<file path="src/rtl/cpu_types_pkg.sv">
// Shared CPU types: opcode/funct encodings, ALU operations and the ID/EX
// control word used by the pipelined control unit.
package cpu_types_pkg;

  typedef enum logic [5:0] {
    OP_RTYPE = 6'b000000,
    OP_J     = 6'b000010,
    OP_JAL   = 6'b000011,
    OP_BEQ   = 6'b000100,
    OP_BNE   = 6'b000101,
    OP_ADDI  = 6'b001000,
    OP_ADDIU = 6'b001001,
    OP_SLTI  = 6'b001010,
    OP_SLTIU = 6'b001011,
    OP_ANDI  = 6'b001100,
    OP_ORI   = 6'b001101,
    OP_XORI  = 6'b001110,
    OP_LUI   = 6'b001111,
    OP_LW    = 6'b100011,
    OP_SW    = 6'b101011,
    OP_LL    = 6'b110000,
    OP_SC    = 6'b111000,
    OP_HALT  = 6'b111111
  } opcode_t;

  typedef enum logic [5:0] {
    FN_SLL  = 6'h00,
    FN_SRL  = 6'h02,
    FN_JR   = 6'h08,
    FN_ADD  = 6'h20,
    FN_ADDU = 6'h21,
    FN_SUB  = 6'h22,
    FN_SUBU = 6'h23,
    FN_AND  = 6'h24,
    FN_OR   = 6'h25,
    FN_XOR  = 6'h26,
    FN_NOR  = 6'h27,
    FN_SLT  = 6'h2A,
    FN_SLTU = 6'h2B
  } funct_t;

  typedef enum logic [3:0] {
    ALU_SLL  = 4'd0,
    ALU_SRL  = 4'd1,
    ALU_ADD  = 4'd2,
    ALU_SUB  = 4'd3,
    ALU_AND  = 4'd4,
    ALU_OR   = 4'd5,
    ALU_XOR  = 4'd6,
    ALU_NOR  = 4'd7,
    ALU_SLT  = 4'd8,
    ALU_SLTU = 4'd9
  } aluop_t;

  typedef enum logic [1:0] {
    MEM_MEM = 2'b00,
    MEM_PC4 = 2'b01,
    MEM_ALU = 2'b10
  } memtoreg_t;

  typedef enum logic [1:0] {
    EXT_ZERO  = 2'b00,
    EXT_SIGN  = 2'b01,
    EXT_UPPER = 2'b10
  } extsel_t;

  typedef enum logic [1:0] {
    RD_RD  = 2'b00,
    RD_RT  = 2'b01,
    RD_R31 = 2'b10
  } regdst_t;

  // ALU B-operand source select
  localparam logic [1:0] ALUSRC_REG   = 2'b00;
  localparam logic [1:0] ALUSRC_IMM   = 2'b01;
  localparam logic [1:0] ALUSRC_SHAMT = 2'b10;

  typedef struct packed {
    logic      jump;
    logic      branch;
    logic      bne;
    logic      dren;
    logic      dwen;
    logic      halt;
    logic      regw;
    logic      lui;
    logic      jr;
    logic      ll;
    logic      sc;
    memtoreg_t memtoreg;
    logic [1:0] alusrc;
    aluop_t    aluop;
    extsel_t   extsel;
    regdst_t   regdst;
  } control_word_t;

  localparam control_word_t CTRL_BUBBLE = '0;

endpackage

</file>
<file path="src/rtl/ll_sc_monitor.sv">
// LL/SC reservation tracker for one core.
// Ports: clk/rst_n (async active-low), ll_commit/ll_addr set the link,
// sc_commit clears it, snoop_inv/snoop_addr invalidate a matching link,
// sc_success reports (combinationally) whether sc_addr hits a live link.
// Addresses are compared at word granularity.
module ll_sc_monitor
  import cpu_types_pkg::*;
#(
  parameter int WORD_W = 32
) (
  input  logic              clk,
  input  logic              rst_n,
  input  logic              ll_commit,
  input  logic [WORD_W-1:0] ll_addr,
  input  logic              sc_commit,
  input  logic [WORD_W-1:0] sc_addr,
  input  logic              snoop_inv,
  input  logic [WORD_W-1:0] snoop_addr,
  output logic              sc_success
);

  logic                link_valid_r;
  logic [WORD_W-1:2]   link_addr_r;
  logic                link_valid_s;
  logic [WORD_W-1:2]   link_addr_s;
  logic                snoop_hit_s;
  logic                clear_s;
  logic                unused_byte_bits;

  assign unused_byte_bits = ^{ll_addr[1:0], sc_addr[1:0], snoop_addr[1:0]};

  // Uses the current (pre-clear) link, so an SC committing this cycle
  // still sees its own reservation.
  assign sc_success  = link_valid_r && (sc_addr[WORD_W-1:2] == link_addr_r);
  assign snoop_hit_s = snoop_inv && (snoop_addr[WORD_W-1:2] == link_addr_r);
  assign clear_s     = sc_commit || snoop_hit_s;

  // Next link state: clears are applied before the LL set, so LL wins.
  always_comb begin
    link_valid_s = link_valid_r;
    link_addr_s  = link_addr_r;
    if (ll_commit) begin
      link_valid_s = 1'b1;
      link_addr_s  = ll_addr[WORD_W-1:2];
    end else if (clear_s) begin
      link_valid_s = 1'b0;
      link_addr_s  = link_addr_r;
    end else begin
      link_valid_s = link_valid_r;
      link_addr_s  = link_addr_r;
    end
  end

  // Link register
  always_ff @(posedge clk or negedge rst_n) begin
    if (!rst_n) begin
      link_valid_r <= 1'b0;
      link_addr_r  <= '0;
    end else begin
      link_valid_r <= link_valid_s;
      link_addr_r  <= link_addr_s;
    end
  end

endmodule

</file>
<file path="src/rtl/control_unit_pipe.sv">
// Pipelined control unit: decodes the IF/ID instruction and registers the
// control word into the ID/EX latch with flush/stall/halt handling.
// Ports: CLK/nRST (async active-low); instr/instr_valid from IF/ID;
// stall/flush from hazard logic; ll_*/sc_*/snoop_* feed the reservation
// monitor; ctrl/ctrl_valid/illegal are the registered ID/EX outputs;
// halted is the halt indication; sc_success is the SC outcome;
// ctrl_cpuid reports the core index.
module control_unit_pipe
  import cpu_types_pkg::*;
#(
  parameter int CPUID       = 0,
  parameter int WORD_W      = 32,
  parameter bit HALT_STICKY = 1'b1
) (
  input  logic              CLK,
  input  logic              nRST,
  input  logic [WORD_W-1:0] instr,
  input  logic              instr_valid,
  input  logic              stall,
  input  logic              flush,
  input  logic              ll_commit,
  input  logic [WORD_W-1:0] ll_addr,
  input  logic              sc_commit,
  input  logic [WORD_W-1:0] sc_addr,
  input  logic              snoop_inv,
  input  logic [WORD_W-1:0] snoop_addr,
  output control_word_t     ctrl,
  output logic              ctrl_valid,
  output logic              illegal,
  output logic              halted,
  output logic              sc_success,
  output logic [7:0]        ctrl_cpuid
);

  typedef struct packed {
    control_word_t cw;
    logic          illegal;
  } decode_t;

  // Unrecognised encodings return a bubble with the illegal flag set.
  function automatic decode_t decode(input logic [5:0] op, input logic [5:0] fn);
    decode_t d;
    d.cw      = CTRL_BUBBLE;
    d.illegal = 1'b0;
    case (op)
      OP_RTYPE: begin
        d.cw.regw     = 1'b1;
        d.cw.regdst   = RD_RD;
        d.cw.memtoreg = MEM_ALU;
        d.cw.alusrc   = ALUSRC_REG;
        case (fn)
          FN_SLL:  begin d.cw.aluop = ALU_SLL; d.cw.alusrc = ALUSRC_SHAMT; end
          FN_SRL:  begin d.cw.aluop = ALU_SRL; d.cw.alusrc = ALUSRC_SHAMT; end
          FN_ADD,
          FN_ADDU: d.cw.aluop = ALU_ADD;
          FN_SUB,
          FN_SUBU: d.cw.aluop = ALU_SUB;
          FN_AND:  d.cw.aluop = ALU_AND;
          FN_OR:   d.cw.aluop = ALU_OR;
          FN_XOR:  d.cw.aluop = ALU_XOR;
          FN_NOR:  d.cw.aluop = ALU_NOR;
          FN_SLT:  d.cw.aluop = ALU_SLT;
          FN_SLTU: d.cw.aluop = ALU_SLTU;
          FN_JR: begin
            d.cw.jr       = 1'b1;
            d.cw.regw     = 1'b0;
            d.cw.memtoreg = MEM_MEM;
          end
          default: d.illegal = 1'b1;
        endcase
      end
      OP_J: d.cw.jump = 1'b1;
      OP_JAL: begin
        d.cw.jump     = 1'b1;
        d.cw.regw     = 1'b1;
        d.cw.regdst   = RD_R31;
        d.cw.memtoreg = MEM_PC4;
      end
      OP_BEQ, OP_BNE: begin
        d.cw.branch = 1'b1;
        d.cw.bne    = (op == OP_BNE);
        d.cw.aluop  = ALU_SUB;
        d.cw.extsel = EXT_SIGN;
      end
      OP_ADDI, OP_ADDIU, OP_SLTI, OP_SLTIU, OP_ANDI, OP_ORI, OP_XORI, OP_LUI: begin
        d.cw.regw     = 1'b1;
        d.cw.regdst   = RD_RT;
        d.cw.memtoreg = MEM_ALU;
        d.cw.alusrc   = ALUSRC_IMM;
        case (op)
          OP_ADDI, OP_ADDIU: begin d.cw.aluop = ALU_ADD;  d.cw.extsel = EXT_SIGN; end
          OP_SLTI:           begin d.cw.aluop = ALU_SLT;  d.cw.extsel = EXT_SIGN; end
          OP_SLTIU:          begin d.cw.aluop = ALU_SLTU; d.cw.extsel = EXT_SIGN; end
          OP_ANDI:           begin d.cw.aluop = ALU_AND;  d.cw.extsel = EXT_ZERO; end
          OP_ORI:            begin d.cw.aluop = ALU_OR;   d.cw.extsel = EXT_ZERO; end
          OP_XORI:           begin d.cw.aluop = ALU_XOR;  d.cw.extsel = EXT_ZERO; end
          OP_LUI: begin
            d.cw.lui    = 1'b1;
            d.cw.aluop  = ALU_ADD;
            d.cw.extsel = EXT_UPPER;
          end
          default: d.illegal = 1'b1;
        endcase
      end
      OP_LW, OP_LL: begin
        d.cw.dren     = 1'b1;
        d.cw.regw     = 1'b1;
        d.cw.ll       = (op == OP_LL);
        d.cw.regdst   = RD_RT;
        d.cw.memtoreg = MEM_MEM;
        d.cw.alusrc   = ALUSRC_IMM;
        d.cw.aluop    = ALU_ADD;
        d.cw.extsel   = EXT_SIGN;
      end
      OP_SW: begin
        d.cw.dwen   = 1'b1;
        d.cw.alusrc = ALUSRC_IMM;
        d.cw.aluop  = ALU_ADD;
        d.cw.extsel = EXT_SIGN;
      end
      // SC writes its success flag into rt; the datapath gates dwen with it.
      OP_SC: begin
        d.cw.dwen   = 1'b1;
        d.cw.regw   = 1'b1;
        d.cw.sc     = 1'b1;
        d.cw.regdst = RD_RT;
        d.cw.alusrc = ALUSRC_IMM;
        d.cw.aluop  = ALU_ADD;
        d.cw.extsel = EXT_SIGN;
      end
      OP_HALT: d.cw.halt = 1'b1;
      default: d.illegal = 1'b1;
    endcase
    d.cw = d.illegal ? CTRL_BUBBLE : d.cw;
    return d;
  endfunction

  decode_t       dec_s;
  control_word_t ctrl_r;
  logic          ctrl_valid_r;
  logic          illegal_r;
  logic          halt_seen_r;
  logic          unused_instr;

  assign unused_instr = ^instr[25:6];

  // Combinational decode of the IF/ID word
  always_comb begin
    dec_s = decode(instr[31:26], instr[5:0]);
  end

  // ID/EX register: flush > stall > sticky-halt bubble > normal issue
  always_ff @(posedge CLK or negedge nRST) begin
    if (!nRST) begin
      ctrl_r       <= CTRL_BUBBLE;
      ctrl_valid_r <= 1'b0;
      illegal_r    <= 1'b0;
      halt_seen_r  <= 1'b0;
    end else if (flush) begin
      ctrl_r       <= CTRL_BUBBLE;
      ctrl_valid_r <= 1'b0;
      illegal_r    <= 1'b0;
    end else if (stall) begin
      ctrl_r       <= ctrl_r;
      ctrl_valid_r <= ctrl_valid_r;
      illegal_r    <= illegal_r;
    end else if (HALT_STICKY && halt_seen_r) begin
      ctrl_r       <= CTRL_BUBBLE;
      ctrl_valid_r <= 1'b0;
      illegal_r    <= 1'b0;
    end else begin
      ctrl_r       <= instr_valid ? dec_s.cw : CTRL_BUBBLE;
      ctrl_valid_r <= instr_valid && !dec_s.illegal;
      illegal_r    <= instr_valid && dec_s.illegal;
      if (instr_valid && dec_s.cw.halt) begin
        halt_seen_r <= 1'b1;
      end
    end
  end

  assign ctrl       = ctrl_r;
  assign ctrl_valid = ctrl_valid_r;
  assign illegal    = illegal_r;
  assign halted     = HALT_STICKY ? halt_seen_r : (ctrl_r.halt & ctrl_valid_r);
  assign ctrl_cpuid = CPUID[7:0];

  ll_sc_monitor #(
    .WORD_W(WORD_W)
  ) u_ll_sc_monitor (
    .clk       (CLK),
    .rst_n     (nRST),
    .ll_commit (ll_commit),
    .ll_addr   (ll_addr),
    .sc_commit (sc_commit),
    .sc_addr   (sc_addr),
    .snoop_inv (snoop_inv),
    .snoop_addr(snoop_addr),
    .sc_success(sc_success)
  );

endmodule

</file>
<file path="config.mk">
export PLATFORM = sky130hd
export DESIGN_NAME = control_unit_pipe
export DESIGN_NICKNAME = d
export VERILOG_FILES = /design/src/rtl/cpu_types_pkg.sv /design/src/rtl/ll_sc_monitor.sv /design/src/rtl/control_unit_pipe.sv
export SDC_FILE = /design/constraint.sdc
export NUM_CORES = 1
export LEC_CHECK = 0
export ABC_AREA = 1
export CORE_MARGIN = 2
export CORE_UTILIZATION = 25
export CTS_BUF_LIST = sky130_fd_sc_hd__clkbuf_2 sky130_fd_sc_hd__clkbuf_4 sky130_fd_sc_hd__clkbuf_8
export DETAILED_ROUTE_END_ITERATION = 7
export GPL_TIMING_DRIVEN = 0
export HOLD_SLACK_MARGIN = 0.1
export MAX_ROUTING_LAYER = met4
export PLACE_DENSITY = 0.57
export SYNTH_ARGS = -nofsm -noshare
export SYNTH_HDL_FRONTEND = slang
export SYNTH_SLANG_ARGS = --single-unit
</file>
<file path="constraint.sdc">
create_clock -name CLK -period 2 [get_ports CLK]
set_clock_uncertainty 0.15 [all_clocks]
set_input_delay 0.4 -clock CLK [delete_from_list [all_inputs] [get_ports CLK]]
set_output_delay 0.4 -clock CLK [all_outputs]
set_load 0.005 [all_outputs]
</file>
Word level (Yosys, flattened, before mapping). Index checks and enable logic that the tools add are counted.

Register bits after elaboration: 57. Input port bits: 136.

Reduce and logical (&&, ||, !) cells: 27. Multiplexer cells: 39. Equality and inequality tests: 32. Bitwise logic cells: 2.

Operator list (number): $mux 23 (5); $eq 6x6->1 const B (15); $eq 30x30->1 (2); $eq 6x4->1 const B (9); $pmux 6 s7 (1); $pmux 4 s9 (1); $reduce_or 12->1 (2); $mux 1 (22); $eq 6x2->1 const B (3); $reduce_or 17->1 (1); $pmux 4 s4 (1); $reduce_or 2->1 (8); $reduce_or 13->1 (1); $eq 6x3->1 const B (2); $logic_not 6->1 (2); $pmux 2 s2 (3); $reduce_or 11->1 (1); $reduce_or 8->1 (1); $mux 2 (3); $pmux 2 s3 (1); $reduce_or 6->1 (1); $logic_and 1x1->1 (5); $pmux 1 s2 (2); $reduce_or 4->1 (1); 6 further kinds (7).

Logic depth before layout (Yosys ltp).
Depth in word-level cells: 9. Depth in mapped cells: 12.

By module. A second synthesis with hierarchy kept.

Cell total of the unflattened synthesis: 573. Area total of the unflattened synthesis: 3769.9 um^2.

By module, submodules not included: ll_sc_monitor (cells each 342, area an instance 2120.8 um^2, seq. area each 775.7 um^2, instances 1); control_unit_pipe (cells each 231, area an instance 1649.1 um^2, seq. area each 650.6 um^2, instances 1).

Worst setup path after synthesis. OpenSTA, ideal clock, no wires.

Path type: input -> register. Start: input instr[31]. End: register ctrl_r (netlist bit ctrl[10]). Path buffers: 1. Arrival time: 1.492 ns. Setup slack: 0.237 ns. Stages on the path: 9. Cells stage by stage: nor2_2 > nand3_2 > nor2_2 > inv_2 > nor2_4 > nor2_8 > nand2_4 > buf_6 > o21ai_1.

Longest elaborated chain between the ends: 8.

RTL lines: start: declaration (RTL line control_unit_pipe.sv:17) `input logic [WORD_W-1:0] instr,`; $eq 6x3->1 (tied with other cells) (RTL line control_unit_pipe.sv:45) `case (op)`; $reduce_or 17->1 (no source line) or $reduce_or 8->1 (tied branches); $pmux 1 s2 or $pmux 2 s3 (tied branches) (RTL line control_unit_pipe.sv:45); $mux 23 * (RTL line control_unit_pipe.sv:134) `d.cw = d.illegal ? CTRL_BUBBLE : d.cw;`; $mux 23 * (RTL line control_unit_pipe.sv:172) `ctrl_r <= instr_valid ? dec_s.cw : CTRL_BUBBLE;`; $mux 23 * (RTL line control_unit_pipe.sv:167) `end else if (HALT_STICKY && halt_seen_r) begin`; $mux 23 * (RTL line control_unit_pipe.sv:163) `end else if (stall) begin`; $mux 23 * (RTL line control_unit_pipe.sv:159) `end else if (flush) begin`; end signal: assignment (RTL line control_unit_pipe.sv:164) `ctrl_r <= ctrl_r;`; end signal: assignment (RTL line control_unit_pipe.sv:172); end: declaration (RTL line control_unit_pipe.sv:139) `control_word_t ctrl_r;`.

Mark *: on every way between the ends. The rest lies on a longest branch, timed or not. The select of a mux whose other input is x is not followed. A chain may end at the register's enable or synchronous reset.

Worst setup path in the final report.
Start: input sc_addr[18]. End: output sc_success.

Longest elaborated chain between the ends: 2.

RTL lines: start: declaration (RTL line control_unit_pipe.sv:24) `input logic [WORD_W-1:0] sc_addr,`; $eq 30x30->1 (RTL line ll_sc_monitor.sv:34) `assign sc_success = link_valid_r && (sc_addr[WORD_W-1:2] == link_addr_r);`; $logic_and 1x1->1 (RTL line ll_sc_monitor.sv:34); end: declaration (RTL line control_unit_pipe.sv:31) `output logic sc_success,`.

No other way between the ends.

==> results by group <==
Logic synthesis
  – Post-Syn Instances: 492
  – Register bit count reported by yosys: 57
  – Share of Yosys cell area claimed by the top area cell type: 0.404
  – Avg Cell Area, Syn: 7.17 sq um
  – Unique masters post-synth: 34
  – EDFF count, synth: 0
  – Mapped Area: 3530 sq um
  – Prevailing post-synth register cell: dfrtp_1
  – Largest cells by area after synthesis: dfrtp_1, nand2_1, inv_1, o21ai_0, nand3_1
  – Sequential fraction of the synthesis area: 0.404
  – Synth area leader: dfrtp_1
  – Async SR Flop Fraction: 1.00
  – Synth Warn #: 0

Floorplanning
  – Die width: 123 microns
  – Row count: 43
  – I/O Pins: 171
  – Die area: 15100 sq um
  – Initial core utilization: 0.255
  – Die Span Y: 123 microns
  – Placeable Area: 13800 sq um

Placed design
  – Dpl hpwl: 10600 microns
  – Placed insts: 815
  – GPL Wtd Cong: 0.928
  – Dpl cell area: 5140 sq um
  – PortBufs: 135
  – Pre-CTS setup slack: -898 ps

Power
  – Pwr dens: 553 nW/um^2
  – Overall power: 3.13 mW
  – VDD IR max: 0.305 mV
  – Static leakage: 2.71 nW

Timing
  – Setup-failing EPs final: 1
  – Period Utilization, post-route: 1.13
  – Hold WS: 337 ps
  – Setup WS post-layout: -257 ps
  – Worst-Margin Slew: 664 ps
  – Count of final max-slew check failures: 0
  – Unrepaired setup endpoints after global routing: yes
  – Fmax: 443 MHz
  – Hold Vio Cnt, Final: 0
  – Slew Limit Headroom: 0.557
  – Setup TNS: -257 ps
  – Tmin final: 2260 ps

Layout
  – Post-route design area: 5660 sq um
  – Commonest non-fill, non-tap cell in the layout: nand2_1
  – Final Non-Filler Cells: 850
  – Layout cells sized above 1: 0.157
  – Area Growth Syn to Fin: 60.5%
  – # fillers: 1370
  – Final nets: 801
  – Ant diodes: 0
  – Commonest cells after routing, fill and taps aside: nand2_1, clkdlybuf4s50_1, dfrtp_1
  – Fin util: 0.409

Clock network
  – Worst-path clk slew: 60 ps
  – CTS H-tree lvls: 3
  – TritonCTS buffer count: 9
  – Clock tree from TritonCTS: yes
  – Clock buffer depth: 2
  – Worst-Skew Late Latency: 340 ps
  – Sinks on Clock Net: 57
  – Root Driver: clkbuf_8

Routing
  – Met1 WL: 5580 microns
  – Routed Antenna Nets: 0
  – Post-route DRC: 0
  – Metal3 WL: 1140 microns
  – TritonRoute pass-1 iters: 5
  – Drt initial violations: 193
  – Final WL: 13500 microns
  – Vias per cell: 4.54
  – Avg WL per Cell: 15.9 microns
  – Vias: 3858
  – Max Used Layer: met4
  – Routed length on met2: 6510 microns

Critical path
  – Crit path launch type: input port
  – Crit-path max FO: 2
  – RR Endpoint: u_ll_sc_monitor.link_valid_r$_DFFE_PN0P_
  – Cell Chain, Critical Path: clkdlybuf4s50_1, o22ai_1, nor4_4, nand3_1, nor2_2, buf_2
  – Reg2reg path depth: 8
  – R2r setup slk: 370 ps
  – Crit-path max cell delay: 510 ps
  – Worst EP required: 1450 ps
  – Crit path buf inv count: 2
  – CP delay by family, top: buffers and inverters
  – CP Depth: 6
  – CP arrival: 1710 ps
  – Worst Setup End Kind: output pin
  – Reg2reg start: u_ll_sc_monitor.link_addr_r[10]$_DFFE_PN0P_
  – Critical Path End: sc_success
  – Crit Path Category: input port to output pin
  – Slowest-stage cell, CP: clkdlybuf4s50_1
  – Critical Path Start: sc_addr[18]

Global route
  – Remaining Overflow, GRT: 0
  – Vias in the first global route: 3975
  – Largest net degree at the start of global routing: 35
  – Overall routing resource usage: 0.188
  – First-pass GRT wire length: 20600 microns
  – Initial antenna violation count: 0

Min path
  – Hold_sp: ctrl[3]$_DFFE_PN0P_
  – Hold Path Class: register to register

Status
  – Violated checks: negative setup slack
  – Outcome: finished, violations left

Flow run
  – Max-cap violations: 0
-- synthesized netlist by cell type (2+ instances only) --
cell and number:
nor3_1 8, buf_4 8, inv_2 6, clkbuf_1 8
o21ai_1 9, nand3_2 2, inv_1 52, nand2_2 3
nor2_2 9, o21ai_2 7, nor2_1 30, o2111ai_1 2
nor4_1 2, o21ai_0 38, xnor2_1 12, or2_2 4
xor2_1 11, a21oi_1 2, nand3_1 23, nor2_4 2
nand2_1 166, o22ai_1 8, dfrtp_1 57, nand4_1 13
-- report_power, final --
| group | switching [mW] | internal (mW) |
|---|---|---|
| combinational | 0.382 | 0.373 |
| sequential | 0.0405 | 1.21 |
| clock | 0.510 | 0.619 |
-- cells by family after synthesis --
| family | share of synthesized area |
|---|---|
| other | 0.00106 |
| buffers and inverters | 0.0915 |
| and+or+nand+nor | 0.335 |
| AOI/OAI and AO/OA | 0.111 |
| DFF | 0.404 |
| xor gates and xnor gates | 0.0571 |
-- layer usage --
layer	track usage	up-vias
met5	-	-
met4	0.0611	0
met3	0.0502	17
met2	0.318	163
met1	0.215	1781
li1	-	1897
-- state kept, by name, indices dropped and copies added (netlist names) --
signal	cells
ctrl_valid	1
ctrl	23
halted	1
u_ll_sc_monitor.link_valid_r	1
illegal	1
u_ll_sc_monitor.link_addr_r	30
-- worst min-delay path, stage by stage, from the launching register on --
cell,delay (ps)
dfrtp_1,340
nand2_1,70
o21ai_2,50
-- area by class of cell --
| class | count | area [sq um] | area share |
|---|---|---|---|
| Inverter | 59 | 221 | 0.0391 |
| Clock inverter | 5 | 55.1 | 0.00972 |
| Tap cell | 180 | 225 | 0.0398 |
| Multi-Input combinational cell | 366 | 1950 | 0.344 |
| Buffer | 17 | 110 | 0.0194 |
| Clock buffer | 11 | 145 | 0.0256 |
| Sequential cell | 57 | 1430 | 0.252 |
| Timing Repair Buffer | 155 | 1530 | 0.270 |
-- repair_timing --
action,CTS,global route
gates cloned,0,1
hold buffers,1,0
setup buffers,7,10
pin swaps,12,19
endpoints found under the hold margin,23,0
resized for setup,29,35
endpoints found under the setup margin,25,12
-- how the worst min path moves through the flow --
stage	cells past startpoint	to	slack, ps
6_report	2	ctrl[3]$_DFFE_PN0P_	340
5_1_grt	2	ctrl[20]$_DFFE_PN0P_	360
4_1_cts	2	ctrl[3]$_DFFE_PN0P_	340
3_5_place_dp	1	u_ll_sc_monitor.link_addr_r[14]$_DFFE_PN0P_	300
3_3_place_gp	2	ctrl[20]$_DFFE_PN0P_	320
2_1_floorplan	0	ctrl[0]$_DFFE_PN0P_	-50
No activity file was read; power rests on OpenSTA's default activity.
